File: src/rtl/half_pkg.sv
// rtl/half_pkg.sv - shared half-precision constants and sequencer state encoding
package half_pkg;

  localparam int HALF_EXP_W = 5;
  localparam int HALF_MAN_W = 10;
  localparam int HALF_BIAS  = 15;

  localparam logic [15:0] HALF_POS_INF = 16'h7C00;
  localparam logic [15:0] HALF_MAX     = 16'h7BFF;

  typedef enum logic [1:0] {
    IDLE = 2'd0,
    MULT = 2'd1,
    NORM = 2'd2,
    DONE = 2'd3
  } state_t;

endpackage

File: src/rtl/half_multiply_seq_if.sv
// rtl/half_multiply_seq_if.sv - operand/result handshake bundle for the half multiplier
interface half_multiply_seq_if;

  logic        in_valid;
  logic        in_ready;
  logic [15:0] a;
  logic [15:0] b;
  logic        out_valid;
  logic [15:0] c;

  modport master (output in_valid, output a, output b,
                  input in_ready, input out_valid, input c);
  modport slave  (input in_valid, input a, input b,
                  output in_ready, output out_valid, output c);

endinterface

File: src/rtl/shift_add_multiply.sv
// rtl/shift_add_multiply.sv - iterative unsigned shift-add multiplier, WIDTH cycles per product
module shift_add_multiply #(
  parameter int WIDTH = 11
) (
  input  logic                 clk,
  input  logic                 rst,
  input  logic                 start,
  input  logic [WIDTH-1:0]     multiplicand,
  input  logic [WIDTH-1:0]     multiplier,
  output logic                 done,
  output logic [2*WIDTH-1:0]   product
);

  localparam int CW = $clog2(WIDTH);

  logic [2*WIDTH-1:0] mcand;
  logic [WIDTH-1:0]   mplr;
  logic [2*WIDTH-1:0] acc;
  logic [CW-1:0]      cnt;
  logic               busy;
  logic               last;

  assign last    = (cnt == CW'(WIDTH - 1));
  assign done    = busy & last;
  assign product = acc;

  always_ff @(posedge clk) begin
    if (rst) begin
      mcand <= '0;
      mplr  <= '0;
      acc   <= '0;
      cnt   <= '0;
      busy  <= 1'b0;
    end else if (start) begin
      mcand <= {{WIDTH{1'b0}}, multiplicand};
      mplr  <= multiplier;
      acc   <= '0;
      cnt   <= '0;
      busy  <= 1'b1;
    end else if (busy) begin
      // multiplicand walks left while the multiplier walks right
      if (mplr[0]) begin
        acc <= acc + mcand;
      end
      mcand <= mcand << 1;
      mplr  <= mplr >> 1;
      if (last) begin
        cnt  <= '0;
        busy <= 1'b0;
      end else begin
        cnt <= cnt + CW'(1);
      end
    end
  end

endmodule

File: src/rtl/half_multiply_seq.sv
// rtl/half_multiply_seq.sv - iterative half-precision multiplier (no subnormals, truncating)
module half_multiply_seq
  import half_pkg::*;
#(
  parameter int BIAS     = HALF_BIAS,
  parameter bit SATURATE = 1'b0
) (
  input  logic               clk,
  input  logic               rst,
  half_multiply_seq_if.slave bus
);

  localparam int MW = HALF_MAN_W + 1;

  state_t             state;
  state_t             state_nxt;
  logic               accept;
  logic               mul_done;
  logic [2*MW-1:0]    prod;

  logic               sign_q;
  logic               zero_q;
  logic signed [6:0]  exp_q;
  logic signed [6:0]  exp_n;
  logic [HALF_MAN_W-1:0] man_n;
  logic [15:0]        c_n;
  logic [15:0]        c_q;

  assign accept = bus.in_valid & bus.in_ready;
  assign bus.c  = c_q;

  always_ff @(posedge clk) begin
    if (rst) begin
      state <= IDLE;
    end else begin
      state <= state_nxt;
    end
  end

  always_comb begin
    state_nxt = state;
    case (state)
      IDLE:    if (accept) state_nxt = MULT;
      MULT:    if (mul_done) state_nxt = NORM;
      NORM:    state_nxt = DONE;
      DONE:    state_nxt = IDLE;
      default: state_nxt = IDLE;
    endcase
  end

  always_comb begin
    bus.in_ready  = (state == IDLE);
    bus.out_valid = (state == DONE);
  end

  always_ff @(posedge clk) begin
    if (rst) begin
      sign_q <= 1'b0;
      zero_q <= 1'b0;
      exp_q  <= '0;
    end else if (accept) begin
      sign_q <= bus.a[15] ^ bus.b[15];
      zero_q <= (bus.a[14:10] == '0) | (bus.b[14:10] == '0);
      exp_q  <= 7'({2'b00, bus.a[14:10]}) + 7'({2'b00, bus.b[14:10]}) - 7'(BIAS);
    end
  end

  shift_add_multiply #(.WIDTH(MW)) u_mul (
    .clk          (clk),
    .rst          (rst),
    .start        (accept),
    .multiplicand ({1'b1, bus.a[9:0]}),
    .multiplier   ({1'b1, bus.b[9:0]}),
    .done         (mul_done),
    .product      (prod)
  );

  // product of two 1.x mantissas lies in [1,4); bit 21 set means the 2.x range
  always_comb begin
    if (prod[2*MW-1]) begin
      man_n = HALF_MAN_W'(prod >> MW);
      exp_n = exp_q + 7'sd1;
    end else begin
      man_n = HALF_MAN_W'(prod >> (MW - 1));
      exp_n = exp_q;
    end
  end

  always_comb begin
    if (zero_q) begin
      c_n = {sign_q, 15'b0};
    end else if (exp_n <= 7'sd0) begin
      c_n = {sign_q, 15'b0};
    end else if (exp_n >= 7'sd31) begin
      c_n = SATURATE ? {sign_q, HALF_MAX[14:0]} : {sign_q, HALF_POS_INF[14:0]};
    end else begin
      c_n = {sign_q, exp_n[HALF_EXP_W-1:0], man_n};
    end
  end

  always_ff @(posedge clk) begin
    if (rst) begin
      c_q <= '0;
    end else if (state == NORM) begin
      c_q <= c_n;
    end
  end

endmodule

File: src/flat_wrapper.sv
// flat-port wrapper written by rule: the top's interface ports become plain ports
module half_multiply_seq_flat import half_pkg::*;
#(
  parameter int BIAS     = HALF_BIAS,
  parameter bit SATURATE = 1'b0
)
  (clk, rst, bus_in_valid, bus_a, bus_b, bus_in_ready, bus_out_valid, bus_c);
  half_multiply_seq_if bus_i ();
  input  logic clk;
  input  logic rst;
  input wire logic [$bits(bus_i.in_valid)-1:0] bus_in_valid;
  input wire logic [$bits(bus_i.a)-1:0] bus_a;
  input wire logic [$bits(bus_i.b)-1:0] bus_b;
  output wire logic [$bits(bus_i.in_ready)-1:0] bus_in_ready;
  output wire logic [$bits(bus_i.out_valid)-1:0] bus_out_valid;
  output wire logic [$bits(bus_i.c)-1:0] bus_c;
  assign bus_i.in_valid = bus_in_valid;
  assign bus_i.a = bus_a;
  assign bus_i.b = bus_b;
  assign bus_in_ready = bus_i.in_ready;
  assign bus_out_valid = bus_i.out_valid;
  assign bus_c = bus_i.c;
  half_multiply_seq #(.BIAS(BIAS), .SATURATE(SATURATE)) u_core (.clk(clk), .rst(rst), .bus(bus_i));
endmodule
File: config.mk
export PLATFORM = sky130hd
export DESIGN_NAME = half_multiply_seq_flat
export DESIGN_NICKNAME = d
export VERILOG_FILES = /design/src/rtl/half_pkg.sv /design/src/rtl/half_multiply_seq_if.sv /design/src/rtl/shift_add_multiply.sv /design/src/rtl/half_multiply_seq.sv /design/src/flat_wrapper.sv
export SDC_FILE = /design/constraint.sdc
export NUM_CORES = 1
export LEC_CHECK = 0
export ABC_AREA = 0
export CAP_MARGIN = 20
export CORE_ASPECT_RATIO = 0.8
export CORE_MARGIN = 2
export CORE_UTILIZATION = 57
export DETAILED_ROUTE_END_ITERATION = 10
export PLACE_DENSITY_LB_ADDON = 0.1
export REMOVE_ABC_BUFFERS = 1
export SYNTH_ARGS = -nofsm -noshare
export SYNTH_HDL_FRONTEND = slang
export SYNTH_SLANG_ARGS = --single-unit
File: constraint.sdc
create_clock -name clk -period 3.27 [get_ports clk]
set_input_delay 0.981 -clock clk [delete_from_list [all_inputs] [get_ports clk]]
set_output_delay 0.981 -clock clk [all_outputs]
set_load 0.05 [all_outputs]
# After elaboration in Yosys (flattened, before gate mapping)
# Cells that the tools add are included.
dict set report word_totals {
  output_inout_bits 18
  inputBits 35
  romBits 0
  mem_bits_rw 0
  register_bits 87
  n_memories 0
  wordCells 51
  latch_bits 0
}
dict set report op_classes {
  mux 16
  order_cmp 2
  n_mul 0
  div_mod_pow 0
  addsub 5
  n_eq_ne 6
  n_shift 0
  bitwise 4
  reduce_logical 7
}
# op count
set ops {}
lappend ops {{two-way mux 15 bit} 3}
lappend ops {{two-way mux 11 bit} 4}
lappend ops {{adder 22 bit} 1}
lappend ops {{logical NOT 5 bit} 2}
lappend ops {{two-way mux 10 bit} 1}
lappend ops {{case mux 2 bit (4 select lines)} 1}
lappend ops {{adder 7 x 2 -> 7 bit (second input constant)} 1}
lappend ops {{>= comparator 7 x 6 -> 1 bit (second input constant)} 1}
lappend ops {{less-or-equal comparator 7 x 1 -> 1 bit (second input constant)} 1}
lappend ops {{two-way mux 7 bit} 1}
lappend ops {{subtractor 7 x 4 -> 7 bit (second input constant)} 1}
lappend ops {{adder 5 x 5 -> 6 bit} 1}
lappend ops {{adder 4 x 1 -> 4 bit (second input constant)} 1}
lappend ops {{== test 2 bit (second input constant)} 2}
lappend ops {{== test 4 bit (second input constant)} 1}
lappend ops {{two-way mux 2 bit} 2}
lappend ops {{two-way mux 4 bit} 1}
lappend ops {{AND reduction 2 bit} 2}
lappend ops {{two-way mux 1 bit} 3}
lappend ops {{AND 1 bit} 2}
lappend ops {{== test 2 x 1 -> 1 bit (second input constant)} 1}
lappend ops {{logical NOT 2 bit} 1}
lappend ops {{!= test 2 x 1 -> 1 bit (second input constant)} 1}
lappend ops {{!= test 2 bit (second input constant)} 1}
lappend ops {{other kinds (4)} 4}

# Depth between registers and ports, before layout
# Gate-level depths: netlist of run 1.
dict set report logic_depth {
  ltp_word 6
  mapped_depth 11
  ltp_nobuf 11
}

# Cells and area by module
# Synthesis of run 1 repeated with hierarchy kept, for this count alone.
dict set report hier_totals {
  hier_cells 610
  area_unflattened_um2 5139.9
}
# mod cells_per_inst area_each_um2 seq_area_each_um2 instances
set modules_own_cells {}
lappend modules_own_cells {shift_add_multiply 437 3519.6 1201.2 1}
lappend modules_own_cells {half_multiply_seq 173 1620.3 540.5 1}

# Least setup slack after synthesis of run 1
# No wires, ideal clock.
dict set report synth_path {
  path_type {register -> register}
  from {reg u_core.u_mul.mcand[5]}
  to {reg u_core.u_mul.acc[21] (netlist: u_core.u_mul.product[21])}
  t_arrival_ps 2558
  path_buffers 1
  period_less_slack_ps 2625
  setup_slack_ps 645
  t_required_ps 3203
  stages_incl_launch_ff 11
  setup_ps 67
  path_cell_list {dfxtp_1 -> ha_1 -> buf_6 -> and4_4 -> a221o_2 -> a2111oi_4 -> o41ai_2 -> a221oi_2 -> xor2_1 -> or3_1 -> a21oi_2}
}
dict set report synth_between {
  elab_chain_len 1
}
# element line_no
set synth_lines {}
lappend synth_lines {{start, declared} shift_add_multiply.sv:16} ;# logic [2*WIDTH-1:0] mcand;
lappend synth_lines {{start signal, assigned} shift_add_multiply.sv:35} ;# mcand <= {{WIDTH{1'b0}}, multiplicand};
lappend synth_lines {{start signal, assigned} shift_add_multiply.sv:45} ;# mcand <= mcand << 1;
lappend synth_lines {{adder 22 bit} shift_add_multiply.sv:43} ;# acc <= acc + mcand;
lappend synth_lines {{end signal, assigned} shift_add_multiply.sv:43}
lappend synth_lines {{end, declared} shift_add_multiply.sv:18} ;# logic [2*WIDTH-1:0] acc;
# No other way between the ends.
# A chain may end at the register's enable or synchronous reset.

# Final worst setup path of run 1
dict set report layout_path {
  from {reg u_core.state[0]}
  to {out bus_in_ready}
}
dict set report layout_between {
  elab_chain_len 1
}
# element line_no
set layout_lines {}
lappend layout_lines {{start, declared} half_multiply_seq.sv:15} ;# state_t state;
lappend layout_lines {{start signal, assigned} half_multiply_seq.sv:36} ;# state <= state_nxt;
lappend layout_lines {{logical NOT 2 bit} half_multiply_seq.sv:52} ;# bus.in_ready = (state == IDLE);
lappend layout_lines {{end, declared} flat_wrapper.sv:14} ;# output wire logic [$bits(bus_i.in_ready)-1:0] bus_in_ready;
# No other way between the ends.

==> results.md, run 1 <==
- Outcome: complete, no violations
- Period utilisation layout: 88.8%
- Leak: 2.23 nW
- CP endpoint kind: output pin
- Post-synthesis sequential area ratio: 34.9%
- ANT nets after route: 0
- Core area: 8480 um2
- Post-CTS Setup Repair Bufs: 0
- Final nets: 697
- Via/cell ratio: 5.67
- Most common cell in the netlist: dfxtp_1
- Post-synth EDFFs: 0
- Post-CTS Hold Fix Bufs: 0
- Worst-Skew Late Latency: 0.36 ns
- Post-Synthesis Cell Area: 4990 um2
- Gr usage total: 23.0%
- Synth Warn #: 0
- Largest net degree at the start of global routing: 49
- R2R setup slack: 0.39 ns
- Final Skew: 0.0152 ns
- Drt total wl: 10500 um
- Max-cap violations: 0
- # DRC: 0
- Die width: 109 um
- CTS tree: done
- Synthesis-to-layout area growth: 15.8%
- Clock-pin slew on the worst setup and hold paths: 0.09 ns
- Pwr/cell area: 572 nW/um2
- Slew HR: 49.8%
- Layout fillers: 729
- Final Hold Viols: 0
- First-pass GRT wire length: 17600 um
- Total gr overflow: 0
- DRT Pass-1 Iters: 4
- Final setup fails: 0
- Routed len/inst: 14.0 um
- Post-synth top cells: 87 x dfxtp_1, 77 x nor2_1, 60 x nand2_1, 50 x a21oi_1, 46 x mux2i_1
- H-tree levels: 3
- CTS Buf Count: 9
- Num ports: 53
- Critical path class: flip-flop to output pin
- Port bufs: 52
- Die H: 87.7 um
- Routability Congestion: 0.820
- RSZ-0062 raised after global routing: false
- Crit-path max FO: 5
- Post-synthesis average cell area: 8.41 um2
- Max Freq: 344 MHz
- Synth async-reset ratio: 0%
- Row cnt: 30
- Measured slew at the worst slew-check pin: 0.754 ns
- Share of layout cells above drive strength 1: 5.85%
- Min-delay worst type: flip-flop to flip-flop
- Cell chosen for the clock root: clkbuf_8
- Clock sinks: 87
- Max VDD drop: 0.354 mV
- Vias in the first global route: 3834
- Dominant cell type by area after synthesis: dfxtp_1
- Main area contributors after synthesis: dfxtp_1 35%, mux2i_1 9.2%, ha_1 8.0%
- Mapped Cells: 593
- Top cell type's share of synthesized area: 34.9%
- Initial core utilization: 58.8%
- Initial antenna violation count: 0
- Ant. Diodes: 0
- Worst EP required: 2.29 ns
- Startpoint types: flip-flop
- #FFs+latches synth: 87
- Area of the die: 9520 um2
- Setup TNS: 0 ns
- Max-slew violation count: 0
- PostCTS Resize Cnt: 0
- Minimum clock period: 2.90 ns
- Ys flop type: dfxtp_1
- Synth unique cells: 57
- Power Total: 3.30 mW
- Dpl hpwl: 7500 um
- Via total after detailed routing: 4227
- CP arrival: 1.92 ns
- DRT iter0 DRCs: 193
- Clk buf depth: 2
-- placed cells by master (no fill, tap or decap), drive strengths merged, types with 3 or more instances in the layout --
cell,n
a21oi,51
a21o,8
ha,32
o21ai,28
clkbuf,10
nor2b,7
o31ai,4
a221oi,3
inv,25
buf,7
and2,5
dfxtp,87
nand4,3
and4,6
nand2,60
nand2b,3
or2,3
a31oi,5
nor3,6
a211oi,30
mux2i,46
nor4,7
xnor2,19
xor2,10
a2111oi,3
clkdlybuf4s50,52
nand3,10
nor2,77
-- final cells by class --
cell class | count | area (um2) | area share (%)
tap | 112 | 140 | 2.43
inverter | 23 | 86.3 | 1.49
clock inverter | 6 | 91.3 | 1.58
sequential | 87 | 1740 | 30.2
multi-input combinational | 448 | 2990 | 51.8
clock buffer | 10 | 138 | 2.38
timing repair buffer | 59 | 586 | 10.1
-- worst paths after layout --
path | start | end | cells after the start
hold reg to reg | u_core.bus.c[7]$_SDFFE_PP0P_ | u_core.bus.c[7]$_SDFFE_PP0P_ | 2
setup / recovery | u_core.state[0]$_SDFFE_PP0P_ | bus_in_ready | 3
setup reg to reg | u_core.u_mul.mcand[6]$_SDFFE_PP0P_ | u_core.u_mul.product[21]$_SDFFE_PP0P_ | 9
hold / removal | u_core.bus.c[7]$_SDFFE_PP0P_ | u_core.bus.c[7]$_SDFFE_PP0P_ | 2
-- worst max-delay path: stages (launching register included) --
cell,delay (ns)
dfxtp_1,0.34
inv_1,0.11
ha_1,0.27
clkdlybuf4s50_1,0.84
-- per-layer routing --
layer | wire length (um) | GRT usage, %
met1 | 5130 | 30.6
met2 | 4830 | 38.9
met3 | 413 | 5.28
met4 | 76 | 4.20
met5 | 0 | 0
-- metrics by stage --
stage | cells | area, um2 | hold slack [ns] | worst slack, ns | util [%]
6_report | 745 | 5780 | 0.459 | 0.366 | 68.1
5_1_grt | 745 | 5780 | 0.484 | 0.210 | 68.1
4_1_cts | 745 | 5780 | 0.460 | 0.358 | 68.1
3_5_place_dp | 729 | 5550 | 0.444 | 0.0807 | 65.4
3_3_place_gp | 729 | 5550 | 0.434 | 0.190 | 65.4
2_1_floorplan | 558 | 4820 | 0.436 | 0.0661 | -
-- flip-flops by register name (all words and copies together), names as in the netlist --
| name | count |
|---|---|
| u_core.u_mul.mcand | 22 |
| u_core.u_mul.product | 22 |
| u_core.bus.c | 16 |
| u_core.u_mul.mplr | 11 |
| u_core.exp_q | 7 |
| u_core.u_mul.cnt | 4 |
| u_core.state | 2 |
| u_core.sign_q | 1 |
| u_core.u_mul.busy | 1 |
| u_core.zero_q | 1 |
-- power breakdown --
part	total, mW	switching (mW)	internal (mW)
clock network	0.856	0.399	0.457
registers	1.39	0.178	1.22
logic	1.05	0.614	0.439
total	3.30	1.19	2.11
-- cell families after synthesis --
logic type	Yosys count	synth area share [%]
muxes	46	9.23
and+or+nand+nor	195	17.7
buffers and inverters	58	5.07
AOI/OAI and AO/OA	144	19.1
xor gates and xnor gates	29	5.09
adders and majority gates	34	8.83
DFF	87	34.9
No activity file was read; power rests on OpenSTA's default activity.
==> run 2, diff against run 1 <==
--- a/config.mk
+++ b/config.mk
@@ -13,6 +13,7 @@
 export DETAILED_ROUTE_END_ITERATION = 10
 export PLACE_DENSITY_LB_ADDON = 0.1
 export REMOVE_ABC_BUFFERS = 1
+export SETUP_SLACK_MARGIN = 0.15
 export SYNTH_ARGS = -nofsm -noshare
 export SYNTH_HDL_FRONTEND = slang
 export SYNTH_SLANG_ARGS = --single-unit
==> results of run 2 <==
Same layout as run 1: the final DEF is identical, and so are final timing and power.
==> run 3, diff against run 2 <==
--- a/config.mk
+++ b/config.mk
@@ -11,7 +11,7 @@
 export CORE_MARGIN = 2
 export CORE_UTILIZATION = 57
 export DETAILED_ROUTE_END_ITERATION = 10
-export PLACE_DENSITY_LB_ADDON = 0.1
+export PLACE_DENSITY = 0.78
 export REMOVE_ABC_BUFFERS = 1
 export SETUP_SLACK_MARGIN = 0.15
 export SYNTH_ARGS = -nofsm -noshare
==> results.md, run 3 (synthesized netlist as in run 1, its figures left out) <==
- Outcome: complete, no violations
- Min-delay src: u_core.bus.c[9]$_SDFFE_PP0P_
- Ant. Diodes: 0 (unchanged)
- Startpoint types: flip-flop
- Vias in the first global route: 3975 (+3.7%)
- Worst reg2reg path depth: 9 (unchanged)
- Routability Congestion: 0.871 (+6.3%)
- Dpl hpwl: 7750 um (+3.3%)
- Worst slack at placement: 0.0251 ns (-0.0555 ns)
- Leak: 2.21 nW (-1.2%)
- Minimum clock period: 2.87 ns (-0.0316 ns)
- Max-cap violations: 0 (unchanged)
- Post-CTS Hold Fix Bufs: 0 (unchanged)
- # DRC: 0 (unchanged)
- Worst-Skew Late Latency: 0.37 ns (about the same)
- GR Util met1: 31.4% (+0.72 points)
- RSZ-0062 raised after global routing: false
- R2R Path End: u_core.u_mul.product[21]$_SDFFE_PP0P_
- Post-CTS Setup Repair Bufs: 0 (unchanged)
- Num ports: 53 (unchanged)
- CP arrival: 3.19 ns (+1.27 ns)
- Pwr/cell area: 552 nW/um2 (-3.5%)
- Initial core utilization: 58.8% (unchanged)
- Final nets: 698 (+0.14%)
- ANT nets after route: 0 (unchanged)
- Row cnt: 30 (unchanged)
- DRT iter0 DRCs: 236 (+22%)
- Final Skew: 0.0126 ns (-0.00267 ns)
- Final Hold Viols: 0 (unchanged)
- CP endpoint kind: flip-flop
- Max-slew violation count: 0 (unchanged)
- Area occupied by registers: 1740 um2 (unchanged)
- Critical path class: flip-flop to flip-flop
- Setup TNS: 0 ns (unchanged)
- Die width: 109 um (unchanged)
- Via/cell ratio: 5.70 (+0.41%)
- Via total after detailed routing: 4250 (+0.54%)
- Worst EP required: 3.58 ns (+1.29 ns)
- Clock-pin slew on the worst setup and hold paths: 0.10 ns (about the same)
- First-pass GRT wire length: 18100 um (+2.5%)
- Initial antenna violation count: 0 (unchanged)
- Layout fillers: 725 (-0.55%)
- Hold EP: u_core.bus.c[9]$_SDFFE_PP0P_
- Gr usage total: 23.7% (+0.65 points)
- Max Freq: 348 MHz (+1.1%)
- PostCTS Resize Cnt: 0 (unchanged)
- Period utilisation layout: 87.8% (-0.97 points)
- Met3 usage: 5.65% (+0.37 points)
- H-tree levels: 3 (unchanged)
- Routed len/inst: 14.2 um (+1.5%)
- Final setup fails: 0 (unchanged)
- Synthesis-to-layout area growth: 15.1%
- Largest net degree at the start of global routing: 49 (unchanged)
- Core area: 8480 um2 (unchanged)
- Met2 Track Usage GR: 38.4% (-0.57 points)
- R2R setup slack: 0.40 ns (about the same)
- Hold-critical path depth: 2 (unchanged)
- Multi-input logic area: 2990 um2 (unchanged)
- Min-delay worst type: flip-flop to flip-flop
- Share of layout cells above drive strength 1: 5.99% (+0.15 points)
- Clock sinks: 87 (unchanged)
- Total gr overflow: 0 (unchanged)
- R2R Path Start: u_core.u_mul.mcand[6]$_SDFFE_PP0P_
- CTS tree: done
- Drt total wl: 10600 um (+1.7%)
- Die H: 87.7 um (unchanged)
- Commonest non-fill, non-tap cell in the layout: dfxtp_1
- GRT Max-Usage Layer: met2
- Crit-path max FO: 7 (+2)
- Area of the die: 9520 um2 (unchanged)
- Cell chosen for the clock root: clkbuf_8
- CTS Buf Count: 9 (unchanged)
- Slew HR: 47.6% (-2.1 points)
- Port bufs: 52 (unchanged)
- Measured slew at the worst slew-check pin: 0.785 ns (+0.0317 ns)
- Setup ws final: 0.398 ns (+0.0316 ns)
- DRT Pass-1 Iters: 5 (+1)
- Clk buf depth: 2 (unchanged)
- Commonest cells after routing, fill and taps aside: 86 x dfxtp_1, 77 x nor2_1, 60 x nand2_1
- Max VDD drop: 0.422 mV (+19%)
==> run 3: changes by cell type in the layout (fill, tap and decap cells not counted) <==
cell / change
clkinv_4: -1
clkinv_2: -1
bufinv_16: -2
clkinvlp_4: +3
buf_4: +1
inv_8: +2
clkbuf_8: -1
==> run 3: power by group <==
part	internal, mW	switching, mW
Combinational	0.441	0.619
Clock	0.291	0.429
Sequential	1.22	0.172
==> run 3: worst max-delay path by stage <==
stage	from	end	slack, ns	depth (start not counted)
final	u_core.u_mul.mcand[6]$_SDFFE_PP0P_	u_core.u_mul.product[21]$_SDFFE_PP0P_	0.40	9
after global routing	u_core.u_mul.mcand[0]$_SDFFE_PP0P_	u_core.u_mul.product[18]$_SDFFE_PP0P_	0.23	10
after CTS	u_core.state[0]$_SDFFE_PP0P_	bus_in_ready	0.38	3
after detailed placement	bus_a[10]	u_core.exp_q[5]$_SDFFE_PP0P_	0.03	12
after global placement	bus_b[10]	u_core.exp_q[5]$_SDFFE_PP0P_	0.20	12
after floorplan	u_core.state[0]$_SDFFE_PP0P_	u_core.u_mul.product[10]$_SDFFE_PP0P_	0.07	7
==> run 3: per-stage QoR <==
stage	std cells	hold slack, ns	area, um2	utilization [%]	power, mW
after floorplan	558	0.436	4820	-	2.15
final	746	0.460	5740	67.7	3.17
after global placement	730	0.435	5560	65.5	2.42
after global routing	746	0.492	5740	67.7	3.38
after CTS	746	0.464	5740	67.7	3.19
after detailed placement	730	0.445	5560	65.5	2.47
==> run 3: cell type report <==
cell class | count | share of cell area (%)
Tap cell | 112 | 2.44
Timing Repair Buffer | 60 | 10.3
Inverter | 23 | 1.50
Multi-Input combinational cell | 448 | 52.1
Clock inverter | 7 | 1.09
Sequential cell | 87 | 30.3
Clock buffer | 9 | 2.16
==> run 3: layer usage <==
layer	wire [um]	vias to the layer above	part of all wire, %
li1	-	2178	-
met1	5210	1950	49
met2	4780	103	45
met3	461	19	4.3
met4	174	0	1.6
met5	0	-	0
==> run 3: critical path: stages, from the launching register on <==
cell,delay [ns]
dfxtp_1,0.33
ha_1,0.40
and4_4,0.22
a221o_2,0.37
a2111oi_4,0.42
o41ai_2,0.17
a221oi_2,0.31
xor2_1,0.12
or3_1,0.34
a21oi_2,0.14
